## config.mk

```make
export PLATFORM = sky130hd
export DESIGN_NAME = sr_cmd_gen
export DESIGN_NICKNAME = d
export VERILOG_FILES = /design/src/rtl/sr_pkg.sv /design/src/rtl/sr_debounce.sv /design/src/rtl/sr_cmd_gen.sv
export SDC_FILE = /design/constraint.sdc
export NUM_CORES = 1
export LEC_CHECK = 0
export ABC_AREA = 1
export BUFFER_PORTS_ARGS = -buffer_cell sky130_fd_sc_hd__buf_4
export CAP_MARGIN = 20
export CORE_MARGIN = 3
export CORE_UTILIZATION = 51
export CTS_CLUSTER_DIAMETER = 50
export DETAILED_ROUTE_END_ITERATION = 6
export MAX_ROUTING_LAYER = met4
export PLACE_DENSITY = 0.78
export SLEW_MARGIN = 25
export SYNTH_ARGS = -nofsm -noshare
export SYNTH_HDL_FRONTEND = slang
export SYNTH_SLANG_ARGS = --single-unit
```

## constraint.sdc

```tcl
create_clock -name clk -period 1.25 [get_ports clk]
set_clock_uncertainty 0.15 [all_clocks]
set_input_delay 0.3125 -clock clk [delete_from_list [all_inputs] [get_ports clk]]
set_output_delay 0.3125 -clock clk [all_outputs]
set_load 0.02 [all_outputs]
```

## src/rtl/sr_pkg.sv

```systemverilog
`default_nettype none
// ============================================================================
// Module  : sr_pkg
// Brief   : Shared state encoding and defaults for the start/stop command path.
// Rev     : 1.0  initial release
// ============================================================================
package sr_pkg;

  localparam logic [1:0] C_ST_IDLE = 2'b00;
  localparam logic [1:0] C_ST_RUN  = 2'b01;
  localparam logic [1:0] C_ST_HOLD = 2'b10;

  localparam int C_CNT_W_DEF = 4;

endpackage : sr_pkg
`default_nettype wire

```

## src/rtl/sr_debounce.sv

```systemverilog
`default_nettype none
// ============================================================================
// Module  : sr_debounce
// Brief   : Button synchronizer, debouncer and press (rising-edge) detector.
// Rev     : 1.0  initial release
// ============================================================================
module sr_debounce #(
  parameter int DEB_CYCLES = 4,
  parameter int DEB_W      = 3
) (
  input  logic clk,
  input  logic reset,
  input  logic btn,
  output logic press
);

  localparam logic [DEB_W-1:0] C_CNT_MAX = DEB_W'(DEB_CYCLES - 1);

  logic [1:0]       sync_q, sync_d;
  logic [1:0]       fill_q, fill_d;
  logic             level_q, level_d;
  logic             level_d1_q, level_d1_d;
  logic             armed_q, armed_d;
  logic [DEB_W-1:0] cnt_q, cnt_d;

  always_comb begin
    sync_d     = {sync_q[0], btn};
    fill_d     = {fill_q[0], 1'b1};
    level_d    = level_q;
    level_d1_d = level_q;
    cnt_d      = '0;
    if (sync_q[1] != level_q) begin
      if (cnt_q == C_CNT_MAX) begin
        level_d = sync_q[1];
      end else begin
        cnt_d = cnt_q + 1'b1;
      end
    end
    // A button held through reset must be seen released before it may fire.
    armed_d = armed_q | (fill_q[1] & ~sync_q[1] & ~level_q);
  end

  assign press = level_q & ~level_d1_q & armed_q;

  always_ff @(posedge clk) begin
    if (!reset) begin
      sync_q     <= '0;
      fill_q     <= '0;
      level_q    <= 1'b0;
      level_d1_q <= 1'b0;
      armed_q    <= 1'b0;
      cnt_q      <= '0;
    end else begin
      sync_q     <= sync_d;
      fill_q     <= fill_d;
      level_q    <= level_d;
      level_d1_q <= level_d1_d;
      armed_q    <= armed_d;
      cnt_q      <= cnt_d;
    end
  end

endmodule : sr_debounce
`default_nettype wire

```

## src/rtl/sr_cmd_gen.sv

```systemverilog
`default_nettype none
// ============================================================================
// Module  : sr_cmd_gen
// Brief   : Push-button to start/stop/clr command pulse generator with run FSM.
//           Optional lap capture of count_in at stop: macro SR_LAP_CAPTURE_EN.
// Rev     : 1.0  initial release
// ============================================================================
module sr_cmd_gen
  import sr_pkg::*;
#(
  parameter int DEB_CYCLES = 4,
  parameter int DEB_W      = 3,
  parameter int CNT_W      = C_CNT_W_DEF
) (
  input  logic             clk,
  input  logic             reset,
  input  logic             btn_start,
  input  logic             btn_stop,
  input  logic [CNT_W-1:0] count_in,
  output logic             start,
  output logic             stop,
  output logic             clr,
  output logic             running,
  output logic [CNT_W-1:0] lap_value,
  output logic             lap_valid
);

  logic       start_ev, stop_ev;
  logic [1:0] state_q, state_d;
  logic       start_q, start_d;
  logic       stop_q, stop_d;
  logic       clr_q, clr_d;
  logic       running_q, running_d;

  sr_debounce #(.DEB_CYCLES(DEB_CYCLES), .DEB_W(DEB_W)) u_deb_start (
    .clk   (clk),
    .reset (reset),
    .btn   (btn_start),
    .press (start_ev)
  );

  sr_debounce #(.DEB_CYCLES(DEB_CYCLES), .DEB_W(DEB_W)) u_deb_stop (
    .clk   (clk),
    .reset (reset),
    .btn   (btn_stop),
    .press (stop_ev)
  );

  // Stop wins a same-cycle collision; the losing start is dropped.
  always_comb begin
    state_d = state_q;
    start_d = 1'b0;
    stop_d  = 1'b0;
    clr_d   = 1'b0;
    case (state_q)
      C_ST_IDLE: begin
        if (start_ev && !stop_ev) begin
          state_d = C_ST_RUN;
          start_d = 1'b1;
        end
      end
      C_ST_RUN: begin
        if (stop_ev) begin
          state_d = C_ST_HOLD;
          stop_d  = 1'b1;
        end
      end
      C_ST_HOLD: begin
        if (stop_ev) begin
          state_d = C_ST_IDLE;
          clr_d   = 1'b1;
        end else if (start_ev) begin
          state_d = C_ST_RUN;
          start_d = 1'b1;
        end
      end
      default: state_d = C_ST_IDLE;
    endcase
    running_d = (state_d == C_ST_RUN);
  end

  always_ff @(posedge clk) begin
    if (!reset) begin
      state_q   <= C_ST_IDLE;
      start_q   <= 1'b0;
      stop_q    <= 1'b0;
      clr_q     <= 1'b0;
      running_q <= 1'b0;
    end else begin
      state_q   <= state_d;
      start_q   <= start_d;
      stop_q    <= stop_d;
      clr_q     <= clr_d;
      running_q <= running_d;
    end
  end

  assign start   = start_q;
  assign stop    = stop_q;
  assign clr     = clr_q;
  assign running = running_q;

`ifdef SR_LAP_CAPTURE_EN
  logic [CNT_W-1:0] lap_value_q, lap_value_d;
  logic             lap_valid_q, lap_valid_d;

  always_comb begin
    lap_value_d = lap_value_q;
    lap_valid_d = stop_d;
    if (stop_d) begin
      lap_value_d = count_in;
    end
  end

  always_ff @(posedge clk) begin
    if (!reset) begin
      lap_value_q <= '0;
      lap_valid_q <= 1'b0;
    end else begin
      lap_value_q <= lap_value_d;
      lap_valid_q <= lap_valid_d;
    end
  end

  assign lap_value = lap_value_q;
  assign lap_valid = lap_valid_q;
`else
  logic unused_count_in;
  assign unused_count_in = ^count_in;
  assign lap_value       = '0;
  assign lap_valid       = 1'b0;
`endif

endmodule : sr_cmd_gen
`default_nettype wire

```

# After elaboration in Yosys (flattened, before gate mapping)
# Cells that the tools add are included.
# totals
mem_bits_rw	0
elab_cells	68
rom_bits	0
memories	0
ff_bits	26
latch_bits	0
output_inout_bits	9
# op_classes
div_mod_pow	0
n_eq_ne	7
shift	0
reduce_logical	9
add_sub_neg	2
multipliers	0
n_mux	12
magnitude_cmp	0
bitwise	19
# op_table
operator	count
inverter 1 bit	9
bitwise AND 1 bit	8
two-way mux 2 bit	4
AND reduction 2 bit	4
adder 3 x 1 -> 3 bit (second input constant)	2
equality test 3 x 2 -> 1 bit (second input constant)	2
two-way mux 1 bit	6
one-hot mux 2 bit (3 select lines)	1
OR reduction 3 bit	2
equality test 2 x 1 -> 1 bit (second input constant)	2
equality test 2 bit (second input constant)	1
zero test 2 bit	1
!= test 1 bit	2
bitwise OR 1 bit	2
one-hot mux 1 bit (2 select lines)	1
logical AND 1 bit	1
zero test 1 bit	1

# Depth between registers and ports, before layout
# logic_depth
depth_word	8
depth_mapped	5
depth_no_buf	5

# By module
# From an unflattened synthesis, not the netlist that was laid out.
# hier_totals
cells_unflattened	107
area_unflattened_um2	922.1
# modules_own_cells
mod	area_per_inst_um2	instances	cells_each
sr_debounce	340.3	2	39
sr_cmd_gen	241.5	1	29

# Least setup slack after synthesis
# OpenSTA, ideal clock, no wires.
# synth_timing
kind	reg2reg
from	register u_deb_start.cnt_q[0]
to	register u_deb_start.cnt_q[0]
period_less_slack_ps	1139
n_path_buf	0
path_stages_with_launch	6
setup_ps	64
required_ps	1036
arrival_ps	925
setup_slack_ps	111
path_cell_list	dfxtp_1 -> ha_1 -> ha_1 -> a21oi_1 -> nand2_1 -> nor2_1
# synth_via
elab_chain_len	2
# synth_rtl
element	line	source
from (decl)	sr_debounce.sv:24	logic [DEB_W-1:0] cnt_q, cnt_d;
from (signal assigned)	sr_debounce.sv:59	cnt_q <= cnt_d;
parallel branches: the longest is 2 deep, another holds adder 3 x 1 -> 3 bit	n/a	
# Parallel ways; which one is timed is not known.
# A chain may end at the register's enable or synchronous reset.

# Final worst setup path
# layout_timing
from	register clr_q, in the netlist clr
to	output clr
# layout_rtl
element	line	source
from (decl)	sr_cmd_gen.sv:32	logic clr_q, clr_d;
from (signal assigned)	sr_cmd_gen.sv:93	clr_q <= clr_d;
to (decl)	sr_cmd_gen.sv:22	output logic clr,
# No word-level cell between the ends.

==> impl_metrics.csv <==
group,metric,value,unit
run_status,status,"completed",
critical_path,max_stage_delay,0.34,ns
logic_synthesis,syn_area,891,sq um
final_layout,final_layout_size_suffix_gt1_share,33.9,%
power_and_ir_drop,cellLeakagePower,0.465,nW
critical_path,crit_slowest_cell,"dfxtp_2",
job,cap_violations,0,
floorplan,die-area,0.00228,sq mm
clocking,numCtsBuffers,3,
clocking,clkSinkCount,24,
routing,drt_pre_antenna_iters,4,
floorplan,die_h,47.8,microns
timing,fin_crit,1.23,ns
floorplan,ios,17,
timing,slew_violations,0,
timing,finalSetupViolations,0,
critical_path,cp_cell_sequence,"buf_6",
routing,vias,592,
grt,antenna_found_initial,0,
grt,grt_pass1_vias,482,
final_layout,area_growth,20.9,%
grt,grt-ovfl-total,0,
floorplan,initial_core_util,56.5,%
timing,post-route-period-util,98.6,%
logic_synthesis,synth_warnings,0,
critical_path,worst-path-buf-inv,1,
grt,grt_first_pass_wirelength,1.84,mm
floorplan,num_rows,14,
critical_path,cp.arrival,0.77,ns
logic_synthesis,synth.avg_cell_area,9.00,sq um
hold_path,hold_path_class,"primary input to flop",
grt,track_usage,12.2,%
final_layout,fill_cells,128,
timing,rsz0062_at_grt,"yes",
critical_path,critPathMaxFanout,1,
critical_path,crit_type,"flop to primary output",
place,gp_congestion,0.697,
place,port_buffers,7,
timing,hold_violations,0,
logic_synthesis,ys_ff_latch,24,
routing,post_drt_wl_per_cell,9.70,microns
clocking,cts_tree,"done",
critical_path,worstSetupEndpointType,"primary output",
routing,route.detailed.drc,0,
timing,hold_ws,0.0241,ns
place,dp_hpwl,841,microns
clocking,clockBufferDepth,2,
final_layout,fin_util,68.3,%
critical_path,crit_family,"flip-flops",
critical_path,critical_path_required,0.79,ns
clocking,root_buffer,"clkbuf_4",
timing,max_freq,811,MHz
final_layout,nets,122,
clocking,cts-htree-levels,1,
grt,grt_start_max_net_pins,15,
final_layout,final_cells,125,
timing,setup-tns-final,0,ns
power_and_ir_drop,power_density,1290,mW/mm^2
logic_synthesis,netlist-cell-type-count,20,
floorplan,die_w,47.8,microns
routing,ant_nets,0,
logic_synthesis,synthCells,99,
routing,drt-initial-drc-count,4,
power_and_ir_drop,max-vdd-ir-drop,0.912,mV
floorplan,core_area,0.00158,sq mm
routing,wl,1.21,mm
critical_path,cp-start-kind,"flop",
logic_synthesis,synth-seq-area-share,53.9,%
routing,vias_per_cell,4.74,
clocking,clock_latency,0.31,ns
power_and_ir_drop,finalPower,1.39,mW
final_layout,antennaDiodeCount,0,
place,dp.cells,120,
clocking,path_clk_slew,0.12,ns
-- logic make-up (layout without fill, tap and decap cells) --
family                   after synthesis  after routing  synth area share, %
adder cells (fa/ha/maj)                4              4                 5.62
other                                  1              5                0.421
flip-flops                            24             24                 53.9
AO/OA/AOI/OAI                         11             11                 6.60
buffers and inverters                 25             31                 13.9
AND/OR/NAND/NOR                       34             34                 19.5
-- state kept, by name (all words and copies together) (netlist names), 2 cells and up --
signal / cells
u_deb_stop.cnt_q: 3
u_deb_stop.fill_q: 2
u_deb_start.sync_q: 2
state_q: 2
u_deb_stop.sync_q: 2
u_deb_start.cnt_q: 3
-- final timing paths --
check                                    from                               end  slack, ns  depth (start not counted)
max reg2reg   u_deb_start.cnt_q[0]$_SDFF_PP0_   u_deb_start.cnt_q[0]$_SDFF_PP0_       0.06                          5
min                                 btn_start  u_deb_start.sync_q[0]$_SDFF_PN0_       0.02                          3
max                            clr$_SDFF_PN0_                               clr       0.02                          1
min reg2reg  u_deb_start.sync_q[0]$_SDFF_PN0_  u_deb_start.sync_q[1]$_SDFF_PN0_       0.27                          2
-- timing repair --
| action | in CTS | in global routing |
|---|---|---|
| gates cloned | 0 | 0 |
| setup buffers | 0 | 1 |
| pin swaps | 1 | 6 |
| endpoints found under the setup margin | 2 | 11 |
| resized for setup | 4 | 19 |
| hold buffers | 0 | 0 |
-- routing by layer --
metal / part of all wire [%] / GRT usage [%]
met1: 41 / 12.4
met2: 51 / 19.5
met3: 6.7 / 6.77
met4: 1.1 / 4.84
met5: 0 / -
-- layout make-up --
class	count	area, sq um	area share (%)
multi-input combinational	54	367	34.0
inverter	19	75.1	6.97
sequential	24	488	45.3
tap	16	20.0	1.86
timing repair buffer	8	75.1	6.97
clock inverter	1	30.0	2.79
clock buffer	3	22.5	2.09
-- stage by stage --
stage	instance area, sq um	setup WS (ns)
after floorplan	906	0.111
after global placement	930	0.0611
after detailed placement	930	0.0123
after CTS	991	0.00132
after global routing	1080	-0.0132
final	1080	0.0174
-- synthesized netlist by cell type --
library cell	instances	area [sq um]
nor4_2	1	12.5
nand3_2	1	10.0
a21oi_2	1	8.76
buf_4	5	37.5
a21oi_1	8	40.0
nand3_1	2	10.0
clkinv_2	1	5.00
nor2_4	1	11.3
inv_4	1	6.26
buf_6	1	11.3
nand3_4	1	17.5
conb_1	1	3.75
nand2_2	2	12.5
inv_1	17	63.8
nand2_1	10	37.5
dfxtp_1	24	480
ha_1	4	50.1
nor2_1	15	56.3
nor2_2	1	6.26
o21ai_0	2	10.0
-- where the power goes --
group          leakage (nW)  internal (mW)  switching, mW
Combinational         0.239         0.0167         0.0359
Sequential            0.198          0.781         0.0114
Clock                0.0279          0.324          0.222
-- cell usage in the layout, fill, tap and decap left out, drive strengths merged, types with 3 or more instances in the layout --
cell,count
a21oi,9
buf,8
clkbuf,3
conb,5
dfxtp,24
ha,4
inv,18
nand2,12
nand3,4
nor2,17
(Power assumes the default switching activity.)
